### config.mk
export PLATFORM = sky130hd
export DESIGN_NAME = req_encoder
export DESIGN_NICKNAME = d
export VERILOG_FILES = /design/src/rtl/req_encoder_pkg.sv /design/src/rtl/req_encoder_prio_enc.sv /design/src/rtl/req_encoder.sv
export SDC_FILE = /design/constraint.sdc
export NUM_CORES = 1
export LEC_CHECK = 0
export ABC_AREA = 1
export BUFFER_PORTS_ARGS = -buffer_cell sky130_fd_sc_hd__clkbuf_2
export CAP_MARGIN = 5
export CORE_AREA = 3 3 40 42
export DETAILED_ROUTE_END_ITERATION = 6
export DIE_AREA = 0 0 43 45
export SYNTH_ARGS = -nofsm -noshare
export SYNTH_HDL_FRONTEND = slang
export SYNTH_SLANG_ARGS = --single-unit
### constraint.sdc
create_clock -name clk -period 2.8 [get_ports clk]
set_clock_uncertainty 0.1 [all_clocks]
set_input_delay 0.56 -clock clk [delete_from_list [all_inputs] [get_ports clk]]
set_output_delay 0.56 -clock clk [all_outputs]
set_load 0.02 [all_outputs]
### src/rtl/req_encoder_pkg.sv
// Shared types and helpers for the sequential request encoder.
package req_encoder_pkg;

  typedef enum logic {
    IDLE  = 1'b0,
    DRAIN = 1'b1
  } state_e;

  localparam int N_DEF = 4;

  // True when exactly one bit is set; callers zero-extend into 32 bits.
  function automatic logic pop_is_one(input logic [31:0] v);
    return (v != 32'd0) && ((v & (v - 32'd1)) == 32'd0);
  endfunction

endpackage

### src/rtl/req_encoder_prio_enc.sv
// Combinational highest-set-bit finder with an any-set flag.
module prio_enc #(
  parameter int N = 4,
  parameter int W = $clog2(N)
) (
  input  logic [N-1:0] v_i,
  output logic [W-1:0] idx_o,
  output logic         any_o
);

  // The loop runs upward, so the highest set bit is the last to write idx_o.
  always_comb begin
    idx_o = '0;
    any_o = |v_i;
    for (int i = 0; i < N; i++) begin
      if (v_i[i]) idx_o = W'(i);
    end
  end

endmodule

### src/rtl/req_encoder.sv
// Captures a multi-hot request word and emits its set indices, highest first.
// Define REQ_ENCODER_ZERO_EN to emit a flagged beat for an all-zero word.
module req_encoder
  import req_encoder_pkg::*;
#(
  parameter int N = N_DEF,
  parameter int W = $clog2(N)
) (
  input  logic         clk,
  input  logic         rst_n,
  input  logic         en,
  input  logic [N-1:0] y,
  input  logic         in_valid,
  output logic         in_ready,
  output logic [W-1:0] w,
  output logic         out_valid,
  input  logic         out_ready,
  output logic         last,
`ifdef REQ_ENCODER_ZERO_EN
  output logic         zero,
`endif
  output logic         busy
);

  state_e       state_q;
  logic [N-1:0] pending_q;
  logic         zero_q;
  logic [W-1:0] hi_idx;
  logic         hi_any;
  logic         accept;
  logic         beat;
  logic [N-1:0] pending_d;

  prio_enc #(.N(N), .W(W)) u_prio (
    .v_i  (pending_q),
    .idx_o(hi_idx),
    .any_o(hi_any)
  );

  assign in_ready  = (state_q == IDLE) & en;
  assign accept    = in_valid & in_ready;
  assign out_valid = (state_q == DRAIN);
  assign beat      = out_valid & out_ready;
  assign busy      = (state_q == DRAIN);
  assign w         = hi_idx;
  // A zero beat has no pending bits but is still the final beat of its word.
  assign last      = out_valid & (pop_is_one(32'(pending_q)) | zero_q);
  assign pending_d = pending_q & ~({{(N-1){1'b0}}, 1'b1} << hi_idx);

`ifdef REQ_ENCODER_ZERO_EN
  assign zero = zero_q;
`endif

  always_ff @(posedge clk) begin
    if (!rst_n) begin
      state_q   <= IDLE;
      pending_q <= '0;
      zero_q    <= 1'b0;
    end else begin
      case (state_q)
        IDLE: begin
          if (accept) begin
            if (y != '0) begin
              pending_q <= y;
              zero_q    <= 1'b0;
              state_q   <= DRAIN;
            end else begin
`ifdef REQ_ENCODER_ZERO_EN
              pending_q <= '0;
              zero_q    <= 1'b1;
              state_q   <= DRAIN;
`else
              state_q   <= IDLE;
`endif
            end
          end
        end
        DRAIN: begin
          if (beat) begin
            pending_q <= hi_any ? pending_d : '0;
            if (last) begin
              state_q <= IDLE;
              zero_q  <= 1'b0;
            end
          end
        end
        default: state_q <= IDLE;
      endcase
    end
  end

endmodule

==> impl_metrics.toml <==
[min_path]
hold_class = "register to register"
min_to = "pending_q[0]"
hold_path_depth = 2
hp-start = "pending_q[0]"

[routing]
wirelength_um = 816
drt_first_pass_iters = 4
via_per_inst = 4.56
postRouteAntennaNets = 0
drc = 0
wl_per_cell_um = 9.17
drt_iter0_drc = 7
vias = 406

[clocking]
worstSkewPairLatency_ps = 240
cts.sinks = 5
cts-root-buf = "clkbuf_4"
post-cts-setup-buffers = 0
htreeDepth = 1
clock_path_buffers = 2
cts_tree = "built"
cts-resized-gates = 0
holdBufCountCts = 0
cts_buffers = 3
clkTransAtPathRegs_ps = 40

[logic_synthesis]
synthesis.yosys.warnings = 0
ys_ff_latch = 5
synth_adder_area_share = 0
synth_top_family_by_area = "simple AND/OR/NAND/NOR gates"
syn_nets = 66
syn_avg_cell_area_um2 = 6.23
ys_types = 17
synth_area_leader_cell = "dfxtp_1"
synth_top_area_share = 0.282
synth_cells = 57
syn_area_um2 = 355
synthMuxAreaShare = 0
synth_seq_area_share = 0.282
synth_xor_area_frac = 0
synthSimpleGateAreaFrac = 0.444
synth_top_cells_by_area = "dfxtp_1, nand2_1, inv_1"
synth_compound_area_frac = 0.148

[placed_design]
hpwlAfterDp_um = 696
gp_congestion = 0.824
place_ws_ps = 1130
portBuffers = 14

[finish]
fin_util = 0.360
fillers = 143
drive_above_1_share = 0.297
num_antenna_cells = 0
multiInputGateArea_um2 = 210
fin_nets = 84
syn_to_final_growth_pct = 30.3
seq_area_um2 = 100

[pwr]
finalPower_w = 0.000223
powerDensity_mw_per_mm2 = 481
peakVddDrop_mv = 0.339
switching_share = 0.319
pwr-share-comb = 0.251
p_int_w = 0.000152
pwr-share-clk = 0.372
p_sw_w = 0.0000711
p_leak_nw = 0.245
seqPwrFrac = 0.377

[worst_setup_path]
critPathCaptureType = "output port"
cp.arrival_ps = 1260
slowest_stage = "dfxtp_1"
crit_required_ps = 2140
r2r_end = "pending_q[2]"
slowest_delay_ps = 470
r2r-start = "busy"
crit_chain = "nand2_1 -> nor2_1 -> and3_1 -> clkbuf_2"
worst_setup_path_start_kind = "register"
rr_worst_depth = 6
path_max_fanout = 9
crit_type = "register to output port"
rrSetupSlack_ps = 1540

[sta]
post-route-period-util = 0.687
period_minus_slack_ps = 1920
max_freq_mhz = 520
tns_ps = 0
tightest_slew_ps = 279
setup_ws_ps = 876
slew_headroom = 0.814
hold_violations = 0
grt_setup_unrepaired = "false"
drv_slew = 0
final-setup-viol-count = 0

[floorplanning]
fp.dieH_um = 45
row_count = 13
design.core.area_mm2 = 0.00128
io_pins = 15
die_w_um = 43
start_util = 0.277
dieArea_mm2 = 0.00194

[global_routing]
antenna_found_initial = 0
overflow = 0
grt_max_degree = 10
grt_pass1_vias = 403
track_usage = 0.104
grt_pass1_wl_um = 1500

[run]
drv_cap = 0

[run_status]
outcome = "finished, final reports clean"
-- logic make-up (layout without fill, tap and decap cells) --
| group | after synthesis | in the layout |
|---|---|---|
| AOI/OAI and AO/OA | 10 | 10 |
| buffers and inverters | 11 | 28 |
| DFF | 5 | 5 |
| and+or+nand+nor | 31 | 31 |
-- cell usage in the layout (no fill, tap or decap) --
cell / instances
inv_1: 9
and3_4: 1
and3_1: 1
a21oi_1: 4
a22oi_1: 1
nor2_1: 6
clkbuf_4: 3
clkbuf_1: 1
nand3_4: 1
o21ai_0: 4
nand3_1: 4
nand2_2: 1
inv_2: 1
dfxtp_1: 5
clkbuf_2: 14
nand4_1: 1
nand2_4: 1
o21ai_1: 1
nand2_1: 15
-- routing by layer --
metal / vias up / global-route usage / share of wire
met5: - / 0 / 0
met4: 0 / 0.0361 / 0.0074
met3: 2 / 0.0478 / 0.070
met2: 10 / 0.177 / 0.46
met1: 174 / 0.116 / 0.46
li1: 220 / - / -
-- synthesized netlist by cell type (all sizes together) --
master	count
inv	10
nand3	5
and3	2
a22oi	1
o21ai	5
nand2	17
a21oi	4
nand4	1
nor2	6
dfxtp	5
buf	1
-- final cells by class --
type                    instances  area share
clock buffers                   4      0.0568
inverters                      10      0.0811
multi-input cells              41       0.454
flip-flops and latches          5       0.216
well taps                      15      0.0405
repair buffers                 14       0.151
-- per-stage QoR --
stage / instances / instance area, um2 / hold WS (ps)
after detailed placement: 85 / 437 / 431
after global placement: 85 / 437 / 424
after floorplan: 57 / 355 / 392
after global routing: 89 / 463 / 457
after CTS: 89 / 463 / 439
final: 89 / 463 / 431
-- sequential cells by signal, summed over array words and instances (netlist names) --
signal and flops:
busy 1, pending_q 4
-- critical path, delay by kind of cell (launching register included) --
family	cells	cell delay (ps)
buffers and inverters	1	160
flip-flops	1	470
AND/OR/NAND/NOR	3	400
-- worst max-delay path by stage --
stage,startpoint,endpoint,slack [ps]
3_5_place_dp,busy,last,1130
3_3_place_gp,busy,last,1170
5_1_grt,busy,last,760
4_1_cts,busy,last,860
2_1_floorplan,busy,last,1110
6_report,busy,last,880
-- power groups by stage --
stage	Sequential (W)	Clock (W)	Combinational (W)
after floorplan	0.0000848	0	0.0000389
after global placement	0.0000849	0	0.0000566
after detailed placement	0.0000851	0	0.0000565
after CTS	0.0000838	0.0000883	0.0000568
after global routing	0.0000852	0.0000944	0.0000639
final	0.0000839	0.0000829	0.0000559
Power figures use the tool's default switching activity.
